File: config.mk
export PLATFORM = sky130hd
export DESIGN_NAME = frame_mode_ctrl
export DESIGN_NICKNAME = d
export VERILOG_FILES = /design/src/rtl/image_proc_pkg.sv /design/src/rtl/sw_debounce.sv /design/src/rtl/frame_mode_ctrl.sv
export SDC_FILE = /design/constraint.sdc
export NUM_CORES = 1
export LEC_CHECK = 0
export CAP_MARGIN = 10
export CORE_MARGIN = 2
export CORE_UTILIZATION = 45
export CTS_CLUSTER_SIZE = 25
export DETAILED_ROUTE_END_ITERATION = 16
export SYNTH_ARGS = -nofsm -noshare
export SYNTH_HDL_FRONTEND = slang
export SYNTH_SLANG_ARGS = --single-unit
export TNS_END_PERCENT = 1
File: constraint.sdc
create_clock -name iClk -period 2.66 [get_ports iClk]
set_input_delay 0.266 -clock iClk [delete_from_list [all_inputs] [get_ports iClk]]
set_output_delay 0.266 -clock iClk [all_outputs]
set_load 0.02 [all_outputs]
File: src/rtl/image_proc_pkg.sv
// Shared types and constants for the image processor mode/overlay control path.
// Holds the mode FSM encoding, bus widths and the mode code table.
package image_proc_pkg;

    localparam int MODE_W = 4;
    localparam int SEL_W  = 2;

    localparam logic [MODE_W-1:0] MODE_PASS  = 4'd0;
    localparam logic [MODE_W-1:0] MODE_YCBCR = 4'd1;
    localparam logic [MODE_W-1:0] MODE_GRAY  = 4'd2;
    localparam logic [MODE_W-1:0] MODE_SKIN  = 4'd3;
    localparam logic [MODE_W-1:0] MODE_LBP   = 4'd4;
    localparam logic [MODE_W-1:0] MODE_BLACK = 4'd7;

    typedef enum logic [1:0] {
        IDLE    = 2'd0,
        PENDING = 2'd1,
        BLANK   = 2'd2
    } mode_state_e;

    typedef struct packed {
        logic [SEL_W-1:0]  sel;
        logic [MODE_W-1:0] mode;
    } sel_mode_t;

    function automatic sel_mode_t clamp_req(
        input sel_mode_t         r,
        input logic [MODE_W-1:0] max_mode
    );
        sel_mode_t c;
        c = r;
        if (r.mode > max_mode) begin
            c.mode = max_mode;
        end
        return c;
    endfunction

endpackage

File: src/rtl/sw_debounce.sv
// Two-flop synchronizer plus stability counter for a bus of board switches.
// The output only follows the input after it has held still for DEBOUNCE_CYCLES.
module sw_debounce #(
    parameter int W               = 6,
    parameter int DEBOUNCE_CYCLES = 65536
) (
    input  logic         clk,
    input  logic         rst,
    input  logic [W-1:0] din,
    output logic [W-1:0] dout
);

    localparam int CW = (DEBOUNCE_CYCLES > 2) ? $clog2(DEBOUNCE_CYCLES) : 1;
    localparam logic [CW-1:0] CNT_MAX = CW'(DEBOUNCE_CYCLES - 1);

    logic [W-1:0]  sync1_q, sync1_d;
    logic [W-1:0]  sync2_q, sync2_d;
    logic [W-1:0]  cand_q, cand_d;
    logic [W-1:0]  stable_q, stable_d;
    logic [CW-1:0] cnt_q, cnt_d;

    always_comb begin
        sync1_d  = din;
        sync2_d  = sync1_q;
        cand_d   = sync2_q;
        cnt_d    = cnt_q;
        stable_d = stable_q;
        if (sync2_q != cand_q) begin
            cnt_d = '0;
        end else if (cnt_q == CNT_MAX) begin
            // counter saturates here; candidate is now trusted
            stable_d = cand_q;
        end else begin
            cnt_d = cnt_q + CW'(1);
        end
    end

    always_ff @(posedge clk) begin
        if (rst) begin
            sync1_q  <= '0;
            sync2_q  <= '0;
            cand_q   <= '0;
            stable_q <= '0;
            cnt_q    <= '0;
        end else begin
            sync1_q  <= sync1_d;
            sync2_q  <= sync2_d;
            cand_q   <= cand_d;
            stable_q <= stable_d;
            cnt_q    <= cnt_d;
        end
    end

    assign dout = stable_q;

endmodule

File: src/rtl/frame_mode_ctrl.sv
// Frame-aligned mode/overlay select with post-switch blanking.
// IMAGE_PROC_AUTO_CYCLE_EN adds iAuto and AUTO_FRAMES for unattended mode cycling.
module frame_mode_ctrl
    import image_proc_pkg::*;
#(
    parameter int DEBOUNCE_CYCLES = 65536,
    parameter int BLANK_FRAMES    = 1,
    parameter int MAX_MODE        = 7
`ifdef IMAGE_PROC_AUTO_CYCLE_EN
    ,
    parameter int AUTO_FRAMES     = 60
`endif
) (
    input  logic              iClk,
    input  logic              iRst,
    input  logic [MODE_W-1:0] iModeReq,
    input  logic [SEL_W-1:0]  iSelReq,
    input  logic              iFrameValid,
`ifdef IMAGE_PROC_AUTO_CYCLE_EN
    input  logic              iAuto,
`endif
    output logic [MODE_W-1:0] oMode,
    output logic [SEL_W-1:0]  oSel,
    output logic              oBlank,
    output logic              oBusy
);

    localparam logic [MODE_W-1:0] MAX_M = MODE_W'(MAX_MODE);
    localparam int FCW = (BLANK_FRAMES > 0) ? $clog2(BLANK_FRAMES + 1) : 1;
    localparam logic [FCW-1:0] FC_LOAD = FCW'(BLANK_FRAMES);

    mode_state_e state_q, state_d;
    sel_mode_t   cur_q, cur_d;
    sel_mode_t   pend_q, pend_d;
    logic [FCW-1:0] fcnt_q, fcnt_d;

    logic fv1_q, fv2_q, fv3_q;
    logic fend_q, fend_d;

    logic [SEL_W+MODE_W-1:0] sw_raw;
    sel_mode_t sw_req;
    sel_mode_t target;

    sw_debounce #(
        .W               (SEL_W + MODE_W),
        .DEBOUNCE_CYCLES (DEBOUNCE_CYCLES)
    ) u_sw_debounce (
        .clk  (iClk),
        .rst  (iRst),
        .din  ({iSelReq, iModeReq}),
        .dout (sw_raw)
    );

    assign sw_req = clamp_req(sw_raw, MAX_M);

    // Frame end is the registered falling edge of the synchronized frame-valid
    assign fend_d = fv3_q & ~fv2_q;

    always_ff @(posedge iClk) begin
        if (iRst) begin
            fv1_q  <= 1'b0;
            fv2_q  <= 1'b0;
            fv3_q  <= 1'b0;
            fend_q <= 1'b0;
        end else begin
            fv1_q  <= iFrameValid;
            fv2_q  <= fv1_q;
            fv3_q  <= fv2_q;
            fend_q <= fend_d;
        end
    end

`ifdef IMAGE_PROC_AUTO_CYCLE_EN
    localparam int AW = (AUTO_FRAMES > 1) ? $clog2(AUTO_FRAMES) : 1;
    localparam logic [AW-1:0] AUTO_LAST = AW'(AUTO_FRAMES - 1);

    logic [AW-1:0] acnt_q, acnt_d;
    sel_mode_t     areq_q, areq_d;

    assign target = iAuto ? areq_q : sw_req;

    always_comb begin
        acnt_d = acnt_q;
        areq_d = areq_q;
        if (!iAuto) begin
            acnt_d = '0;
            areq_d = cur_d;
        end else if (fend_q) begin
            if (acnt_q >= AUTO_LAST) begin
                acnt_d      = '0;
                areq_d.sel  = cur_d.sel;
                areq_d.mode = (cur_d.mode >= MAX_M) ? '0
                            : cur_d.mode + MODE_W'(1);
            end else begin
                acnt_d = acnt_q + AW'(1);
            end
        end
    end

    always_ff @(posedge iClk) begin
        if (iRst) begin
            acnt_q <= '0;
            areq_q <= '0;
        end else begin
            acnt_q <= acnt_d;
            areq_q <= areq_d;
        end
    end
`else
    assign target = sw_req;
`endif

    always_ff @(posedge iClk) begin
        if (iRst) begin
            state_q <= IDLE;
            cur_q   <= '{sel: '0, mode: MODE_PASS};
            pend_q  <= '0;
            fcnt_q  <= '0;
        end else begin
            state_q <= state_d;
            cur_q   <= cur_d;
            pend_q  <= pend_d;
            fcnt_q  <= fcnt_d;
        end
    end

    always_comb begin
        state_d = state_q;
        cur_d   = cur_q;
        pend_d  = pend_q;
        fcnt_d  = fcnt_q;
        unique case (state_q)
            IDLE: begin
                if (target != cur_q) begin
                    pend_d  = target;
                    state_d = PENDING;
                end
            end
            PENDING: begin
                pend_d = target;
                if (fend_q) begin
                    // commit the value held before this cycle's update
                    cur_d = pend_q;
                    if (BLANK_FRAMES > 0) begin
                        fcnt_d  = FC_LOAD;
                        state_d = BLANK;
                    end else begin
                        state_d = IDLE;
                    end
                end else if (target == cur_q) begin
                    state_d = IDLE;
                end
            end
            BLANK: begin
                if (fend_q) begin
                    if (fcnt_q <= FCW'(1)) begin
                        fcnt_d  = '0;
                        state_d = IDLE;
                    end else begin
                        fcnt_d = fcnt_q - FCW'(1);
                    end
                end
            end
            default: begin
                state_d = IDLE;
            end
        endcase
    end

    always_comb begin
        oMode  = cur_q.mode;
        oSel   = cur_q.sel;
        oBlank = (state_q == BLANK);
        oBusy  = (state_q != IDLE);
    end

endmodule
# == Yosys cells after proc, flatten, opt, wreduce, memory -nomap -nowiden ==
# Cells that the tools add are included.
# word_totals
output_inout_bits,8
word_cells,56
in_bits,9
regBits,59
# op_classes
add_sub_neg,2
eq_ne,11
n_mux,13
n_lt_le_gt_ge,2
n_reduce_logical,10
bitwise_logic,3
# ops
operator,count
$add 16x1->16 const B,1
$eq 16x16->1 const B,1
$ne 6x6->1,2
$pmux 6 s2,1
$mux 2,5
$eq 6x6->1,1
$mux 6,1
$pmux 2 s3,1
$reduce_and 2->1,3
$reduce_bool 2->1,3
$gt 4x3->1 const B,1
$mux 4,1
$ne 2x1->1 const B,2
$ne 2x2->1 const B,2
$reduce_and 4->1,1
$mux 1,3
$ne 3x3->1 const B,1
$reduce_and 3->1,1
$eq 2x1->1 const B,1
$eq 2x2->1 const B,1
$logic_not 2->1,1
$not 1->1,2
$pmux 1 s2,1
$reduce_or 2->1,1
3 further kinds,3

# == Depth between registers and ports, before layout ==
# Gate-level depths: netlist of the first run.
# depth
word_depth,6
depth_mapped,7
mapped_depth_nobuf,6

# == Modules after synthesis ==
# Synthesis of the first run repeated with hierarchy kept, for this count alone.
# unflattened
hier_cells,241
hier_area_um2,2373.5
# by_module_without_submodules
module,cells_each,n_inst,area_per_inst_um2,seq_area_each_um2
sw_debounce,165,1,1614.0,800.8
frame_mode_ctrl,76,1,759.5,360.3

# == Worst setup path after synthesis of the first run ==
# OpenSTA, ideal clock, no wires.
# synth_path
kind,register to register
from,reg u_sw_debounce.cnt_q[0]
to,reg u_sw_debounce.stable_q[0] (netlist: u_sw_debounce.dout[0])
required_ns,2.532
path_stages_with_launch,7
setup_slack_ns,0.988
setup_ns,0.128
n_path_buf,0
synth_period_minus_slack_ns,1.672
t_arrival_ns,1.545
path_cell_list,dfxtp_1 ha_1 and2_1 nand4_4 nor4_4 mux2i_1 nor2_1
# synth_between
elab_chain_len,2
# synth_lines
item,line,text
start: declaration,sw_debounce.sv:20,"logic [CW-1:0] cnt_q, cnt_d;"
start signal: assignment,sw_debounce.sv:50,cnt_q <= cnt_d;
$eq 16x16->1,sw_debounce.sv:30,end else if (cnt_q == CNT_MAX) begin
$reduce_and 2->1 (no source line),n/a,
end signal: assignment,sw_debounce.sv:49,stable_q <= stable_d;
end: declaration,sw_debounce.sv:19,"logic [W-1:0] stable_q, stable_d;"
# No other way between the ends.
# A chain may end at the register's enable or synchronous reset.

# == Worst setup path in the final report of the first run ==
# layout_path
from,reg state_q[1]
to,out oBlank
# layout_between
elab_chain_len,1
# layout_lines
item,line,text
start: declaration,frame_mode_ctrl.sv:32,"mode_state_e state_q, state_d;"
start signal: assignment,frame_mode_ctrl.sv:120,state_q <= state_d;
$eq 2x2->1,frame_mode_ctrl.sv:173,oBlank = (state_q == BLANK);
end: declaration,frame_mode_ctrl.sv:24,"output logic oBlank,"
# No other way between the ends.

==> results of run 1 <==
==> synthesized netlist by cell type (2+ instances only) <==
cell | n | area (um^2)
nor2b_1 | 21 | 131
and4_1 | 3 | 26.3
mux2i_1 | 14 | 140
xor2_1 | 10 | 87.6
buf_4 | 2 | 15.0
xnor2_1 | 10 | 87.6
or3_1 | 3 | 18.8
a211oi_2 | 4 | 50.1
dfxtp_1 | 58 | 1160
o211ai_1 | 2 | 15.0
nand2_1 | 12 | 45.0
clkbuf_1 | 8 | 30.0
nand3_1 | 4 | 20.0
nand4_1 | 4 | 25.0
o21ai_0 | 3 | 15.0
nand4b_1 | 3 | 26.3
and2_1 | 3 | 18.8
nand2b_1 | 2 | 12.5
a21oi_1 | 8 | 40.0
inv_1 | 2 | 7.51
nor2_1 | 32 | 120
o21ai_1 | 3 | 15.0
==> placed cells by master, fill, tap and decap left out, drive strengths merged, types with 4 or more instances in the layout <==
cell           count
xor2              10
xnor2             10
o21ai              6
and2               4
nand3              4
nor2              32
mux2i             14
clkdlybuf4s50     16
nand2             12
or3                4
a21oi              8
clkbuf            13
nor2b             21
dfxtp             58
a211oi             5
nand4              5
==> metrics by stage <==
step                utilization (%)  hold slack, ns  total power [mW]  worst slack [ns]  area, um^2
finish                         54.2           0.424              1.77             0.748        2730
detailed placement             50.1           0.417             0.967             0.785        2530
global route                   54.2           0.449              1.83             0.600        2730
global placement               50.1           0.400             0.967             0.839        2530
CTS                            54.2           0.426              1.79             0.731        2730
floorplan                         -           0.388             0.947             0.988        2330
==> layout make-up <==
class	count	area share, %
sequential	58	42.5
inverter	3	0.412
multi-input combinational	162	40.3
timing repair buffer	17	6.14
clock inverter	2	1.28
tap	70	3.21
clock buffer	13	6.18
==> cells by family after synthesis <==
kind of cell	Yosys count	share of synthesized area, %
mux	14	6.01
compound gates	27	8.43
flops	58	49.8
xor+xnor	20	7.52
buf+inv	14	2.90
simple gates	100	24.8
fa+ha+maj	1	0.537
==> where the power goes <==
group,internal (mW),total [mW],switching [mW]
Combinational,0.0273,0.0546,0.0273
Sequential,0.884,0.892,0.00768
Clock,0.503,0.821,0.318
==> state kept, by name (all words and copies together) (netlist names) <==
name,cells
fv3_q,1
pend_q,6
fv1_q,1
fv2_q,1
oMode,4
u_sw_debounce.cand_q,6
u_sw_debounce.cnt_q,16
state_q,2
u_sw_debounce.dout,6
fend_q,1
u_sw_debounce.cand_d,6
u_sw_debounce.sync1_q,6
oSel,2
==> layer usage <==
layer | track usage [%] | wire length (um) | part of all wire, %
met4 | 11.1 | 112 | 2.8
met5 | 0 | 0 | 0
met1 | 21.0 | 2060 | 52
met3 | 3.57 | 137 | 3.5
met2 | 20.8 | 1630 | 41
==> worst reg2reg max path, delay by kind of cell (launching register included) <==
family	cells	cell delay [ns]
AND/OR/NAND/NOR	4	0.88
flip-flops	1	0.38
multiplexers	1	0.26
adder cells (fa/ha/maj)	1	0.25
==> worst paths after layout <==
path,start,to,slack (ns),cells after the start
setup / recovery,state_q[1],oBlank,0.75,3
hold / removal,fv2_q,fend_q,0.42,1
setup reg to reg,u_sw_debounce.cnt_q[0],u_sw_debounce.dout[2],0.76,6
hold reg to reg,fv2_q,fend_q,0.42,1
==> run summary, run 1 <==
Sequential element share of the synthesized area = 49.8%
DR WL/cell = 12.1 um
Cts hold-fix bufs = 0
Hold violation count in the final report = 0
Fraction of layout cells with a size suffix above 1 = 10.2%
CTS tree = built
Slew HR = 64.3%
Cell Chain, Critical Path = clkinv_1, nor2_1, clkdlybuf4s50_1
Largest net degree at the start of global routing = 45
Vias per Instance = 4.92
Startpoint Class = flip-flop
Die footprint = 5770 um^2
Unique masters post-synth = 45
GRT Util Overall = 15.3%
Die height = 76.0 um
Routed via count = 1,598
Core ar. = 5040 um^2
Vias in the first global route = 1,454
Dpl hpwl = 2670 um
Post-CTS Repair Setup Buffers = 0
DP Cell Count = 310
First-pass GRT wire length = 6870 um
Power per Cell Area = 647 nW/um^2
CP required = 2.39 ns
Initial antenna violation count = 0
Diodes inserted = 0
Final Net Count = 261
Area of the multi-input gates = 1100 um^2
Final WL = 3940 um
Worst-Margin Slew = 0.531 ns
Detailed router's first-iteration violation count = 97
Netlist Area Pre-Place = 2330 um^2
EDFF count, synth = 0
Final setup vio count = 0
Top FF cell, synth = dfxtp_1
Remaining antenna violation count after routing = 0
Post-CTS resize count = 0
#FFs+latches synth = 58
Achievable Freq = 523 MHz
CP max FO = 9
Crit path capture type = output port
GP Congestion = 0.733
Initial core utilization = 46.2%
Hold Path Class = flip-flop to flip-flop
Maximum vdd ir drop = 0.391 mV
Reg area = 1160 um^2
P_leak = 1.00 nW
Yosys warning count = 0
CTS buffer count = 9
CP max-delay cell = clkdlybuf4s50_1
Final TNS setup = 0 ns
Ys async rst share = 0%
RSZ-0062 raised after global routing = no
Initial DRT Pass Iterations = 4
Final period util = 71.9%
CTS max path bufs = 2
Mapped Avg Cell Area = 9.96 um^2
Total gr overflow = 0
Largest stage delay, worst path = 0.61 ns
Area growth syn-to-layout = 17.3%
Syn_nets = 244
Clock transition at the registers of the reported paths = 0.06 ns
Max Cap Viol = 0
Kind of critical path = flip-flop to output port
Post-route insts no fill = 325
Final Max Slew Viols = 0
Min cycle time layout = 1.91 ns
I/O Pins = 17
Run status = finished clean
Standard-cell rows = 26
CP delay by family, top = buffers and inverters
Mapped Cells = 234
Fillers = 469
H-tree levels = 3
CTS root buffer = clkbuf_8
Port Buf Inserts = 16
Die width = 76.0 um
Crit path DAT = 1.65 ns
Total clock sinks = 58
Skew-Pair Late Insertion Delay = 0.33 ns
Setup Skew = 0.00581 ns
Critical path buffers and inverters = 2
DRC viols = 0
(Power assumes the default switching activity.)
==> run 2: changes to the inputs <==
clock period = 1.9 ns   (was 2.66 ns; I/O delays follow)
==> run summary, run 2 (same netlist as run 1, synthesis figures left out) <==
Worst-Margin Slew = 0.454 ns
Run status = finished clean
Die footprint = 5770 um^2
Max Cap Viol = 0
Final period util = 93.1%
CP max-delay cell = or3_2
Fillers = 449
CP max FO = 6
CTS root buffer = clkbuf_8
GR met1 Demand/Resource = 21.5%
Remaining antenna violation count after routing = 0
Flop2flop setup slack = 0.13 ns
Initial DRT Pass Iterations = 4
Vias per Instance = 4.95
Final setup vio count = 0
Initial core utilization = 46.2%
Fraction of layout cells with a size suffix above 1 = 13.4%
Setup Skew = 0.00684 ns
Startpoint Class = flip-flop
R2R Path Start = oMode[1]
Cell Chain, Critical Path = or3_2, o22ai_1, o211ai_2, and2_4, a211oi_2
Dpl hpwl = 2720 um
Skew-Pair Late Insertion Delay = 0.33 ns
GRT Util Overall = 15.9%
Reg2Reg Depth = 5
Crit path from = oMode[1]
Part of the power in combinational logic = 3.1%
Hold violation count in the final report = 0
CTS tree = built
Power share of the sequential group = 48.7%
CP required = 2.15 ns
Worst reg2reg path endpoint = pend_q[0]
Vias in the first global route = 1,532
Core ar. = 5040 um^2
Largest stage delay, worst path = 0.48 ns
CTS max path bufs = 2
Final Net Count = 266
CTS buffer count = 9
GR peak layer = met2
Clock power share = 48.2%
Maximum vdd ir drop = 0.685 mV
Total gr overflow = 0
Critical Path End = pend_q[0]
RSZ-0062 raised after global routing = no
Most frequent cells in the layout = 58 x dfxtp_1, 32 x nor2_1, 21 x nor2b_1
Initial antenna violation count = 0
First-pass GRT wire length = 7240 um
DR WL/cell = 12.1 um
Hold Path Class = primary input to flip-flop
Routed via count = 1,639
Die height = 76.0 um
Kind of critical path = flip-flop to flip-flop
Internal power = 2.05 mW
DRC viols = 0
H-tree levels = 3
Power per Cell Area = 917 nW/um^2
Final Max Slew Viols = 0
Post-CTS Repair Setup Buffers = 0
Area growth syn-to-layout = 20.0%
Final WL = 4020 um
Final TNS setup = 0 ns
Clock transition at the registers of the reported paths = 0.06 ns
Largest net degree at the start of global routing = 45
Sw Pwr = 0.515 mW
Area of the multi-input gates = 1100 um^2
Total clock sinks = 58
Met2 GRT Util = 21.8%
Achievable Freq = 565 MHz
Hold depth = 2
I/O Pins = 17
Worst hold slack = 0.409 ns
Final Core Density = 55.4%
Min cycle time layout = 1.77 ns
Reg area = 1160 um^2
GP Congestion = 0.749
Standard-cell rows = 26
P_leak = 1.05 nW
Port Buf Inserts = 16
Crit path DAT = 2.02 ns
Max reg flops = 16
Sw frac = 20.1%
Met3 Track Usage GR = 7.14%
Crit path capture type = flip-flop
Detailed router's first-iteration violation count = 36
Die width = 76.0 um
Reg with most FFs = u_sw_debounce.cnt_q
Diodes inserted = 0
Slew HR = 69.6%
Most common cell after layout, fill and taps aside = dfxtp_1
-- run 2: power groups by stage --
| stage | Clock (mW) | Sequential, mW | Combinational [mW] |
|---|---|---|---|
| global route | 1.34 | 1.25 | 0.0910 |
| finish | 1.23 | 1.25 | 0.0805 |
| CTS | 1.27 | 1.25 | 0.0820 |
| global placement | 0 | 1.27 | 0.0820 |
| floorplan | 0 | 1.27 | 0.0540 |
| detailed placement | 0 | 1.28 | 0.0816 |
-- run 2: metal layers --
layer  wire length [um]  vias to the layer above
li1                   -                      851
met1               2090                      763
met2               1700                       21
met3                177                        4
met4                 48                        0
met5                  0                        -
-- run 2: metrics by stage --
| stage | worst slack [ns] | std cells | cell area [um^2] | power, mW |
|---|---|---|---|---|
| 2_1_floorplan | 0.228 | 234 | 2330 | 1.33 |
| 3_3_place_gp | 0.130 | 315 | 2570 | 1.36 |
| 3_5_place_dp | 0.170 | 315 | 2570 | 1.36 |
| 4_1_cts | 0.0393 | 331 | 2790 | 2.60 |
| 5_1_grt | 0.00602 | 331 | 2800 | 2.68 |
| 6_report | 0.131 | 331 | 2800 | 2.56 |
-- run 2: area by class of cell --
cell class	instances	share of cell area [%]
clock buffer	11	5.06
timing repair buffer	22	7.43
sequential	58	41.5
clock inverter	5	2.78
multi-input combinational	162	39.5
tap	70	3.13
inverter	3	0.537
-- run 2: worst min-delay path by stage --
stage	from	to	slack, ns
2_1_floorplan	iFrameValid	fv1_q	0.32
3_3_place_gp	fv2_q	fend_q	0.40
3_5_place_dp	fv2_q	fend_q	0.41
4_1_cts	iModeReq[0]	u_sw_debounce.sync1_q[0]	0.39
5_1_grt	iModeReq[2]	u_sw_debounce.sync1_q[2]	0.39
6_report	iSelReq[1]	u_sw_debounce.sync1_q[5]	0.41
-- run 2: critical path: cells and delay by family (launching register included) --
kind	cells	cell delay, ns
AOI/OAI and AO/OA	3	0.62
DFF	1	0.35
and+or+nand+nor	2	0.72
-- run 2: what timing repair did --
| item | in CTS | in global routing |
|---|---|---|
| hold buffers | 0 | 0 |
| endpoints found under the setup margin | 0 | 7 |
| resized for setup | 0 | 4 |
==> run 3: changes to the inputs <==
PLACE_DENSITY = 0.64   (was not set)
==> run summary, run 3 (same netlist as run 1, synthesis figures left out) <==
CP required = 2.10 ns
DRC viols = 0
Vias per Instance = 4.96
Hold Path Class = primary input to flip-flop
Startpoint Class = flip-flop
Initial antenna violation count = 0
CTS tree = built
R2R Path Start = u_sw_debounce.cnt_q[0]
H-tree levels = 3
Die width = 76.0 um
DR WL/cell = 12.0 um
CTS buffer count = 9
Slew HR = 64.9%
Final setup vio count = 0
Power per Cell Area = 886 nW/um^2
Post-route insts no fill = 326
CTS root buffer = clkbuf_8
Clock transition at the registers of the reported paths = 0.06 ns
P_leak = 1.03 nW
Run status = finished clean
Setup Skew = 0.00394 ns
Final Core Density = 54.4%
Most common cell after layout, fill and taps aside = dfxtp_1
Hold depth = 2
Skew-Pair Late Insertion Delay = 0.33 ns
Total power = 2.43 mW
GR met1 Demand/Resource = 19.1%
Max reg flops = 16
Crit path DAT = 1.97 ns
Die height = 76.0 um
Worst hold slack = 0.405 ns
Max Cap Viol = 0
Worst-Margin Slew = 0.527 ns
Fillers = 473
Die footprint = 5770 um^2
Worst Hold Launch = iModeReq[3]
Detailed router's first-iteration violation count = 80
Final Max Slew Viols = 0
First-pass GRT wire length = 6910 um
Met2 GRT Util = 22.0%
GR peak layer = met2
Worst reg2reg path endpoint = u_sw_debounce.cnt_q[14]
Standard-cell rows = 26
Fraction of layout cells with a size suffix above 1 = 11.3%
Reg with most FFs = u_sw_debounce.cnt_q
Final WL = 3920 um
Maximum vdd ir drop = 0.571 mV
RSZ-0062 raised after global routing = no
Final period util = 93.0%
Worst Hold Endpoint = u_sw_debounce.sync1_q[3]
Most frequent cells in the layout = 58 x dfxtp_1, 32 x nor2_1, 21 x nor2b_1
GP Congestion = 0.751
Initial core utilization = 46.2%
Flop2flop setup slack = 0.13 ns
Reg2Reg Depth = 6
DP Cell Count = 312
Final TNS setup = 0 ns
Crit path capture type = flip-flop
Port Buf Inserts = 16
Kind of critical path = flip-flop to flip-flop
Total clock sinks = 58
Core ar. = 5040 um^2
I/O Pins = 17
Initial DRT Pass Iterations = 4
Dpl hpwl = 2590 um
Routed via count = 1,617
Total gr overflow = 0
Achievable Freq = 566 MHz
CP max FO = 5
Diodes inserted = 0
Largest net degree at the start of global routing = 45
GRT Util Overall = 15.3%
Final Net Count = 263
Remaining antenna violation count after routing = 0
Vias in the first global route = 1,516
CTS max path bufs = 2
Met3 Track Usage GR = 4.40%
Area growth syn-to-layout = 17.7%
Hold violation count in the final report = 0
Min cycle time layout = 1.77 ns
## run 3: repair_timing
action                                  CTS  global route
hold buffers                              0             0
resized for setup                         0             2
endpoints found under the setup margin    0             1
setup buffers                             0             0
## run 3: layer usage
layer / up-vias / part of all wire, %
li1: 842 / -
met1: 738 / 52
met2: 25 / 41
met3: 12 / 3.2
met4: 0 / 3.8
met5: - / 0
## run 3: where the power goes
| group | leakage (nW) | internal, mW | switching [mW] |
|---|---|---|---|
| combinational | 0.456 | 0.0383 | 0.0386 |
| sequential | 0.471 | 1.24 | 0.0101 |
| clock | 0.101 | 0.657 | 0.448 |
## run 3: stage by stage
stage	worst slack, ns	area (um^2)
floorplan	0.228	2330
global placement	0.180	2540
detailed placement	0.148	2540
CTS	0.0439	2740
global route	0.00386	2740
finish	0.133	2740
## run 3: worst max-delay path: stages, from the launching register on
cell     delay [ns]
dfxtp_1        0.37
ha_1           0.26
and2_1         0.23
nand4_4        0.15
or4b_1         0.49
o21ai_1        0.09
nor2_1         0.04
## run 3: final cells by class
type                            count  area, um^2  area share [%]
Tap cell                           70        87.6            3.19
Multi-Input combinational cell    162        1100            40.2
Clock inverter                      3        40.0            1.46
Inverter                            3        15.0           0.548
Sequential cell                    58        1160            42.4
Clock buffer                       11         151            5.52
Timing Repair Buffer               19         185            6.75
## run 3: worst max-delay path by stage
| stage | end | from |
|---|---|---|
| floorplan | u_sw_debounce.dout[0] | u_sw_debounce.cnt_q[0] |
| global placement | u_sw_debounce.cnt_q[1] | u_sw_debounce.cnt_q[8] |
| detailed placement | u_sw_debounce.cnt_q[14] | u_sw_debounce.cnt_q[0] |
| CTS | oBlank | state_q[1] |
| global route | u_sw_debounce.cnt_q[6] | u_sw_debounce.cnt_q[8] |
| finish | u_sw_debounce.cnt_q[14] | u_sw_debounce.cnt_q[0] |
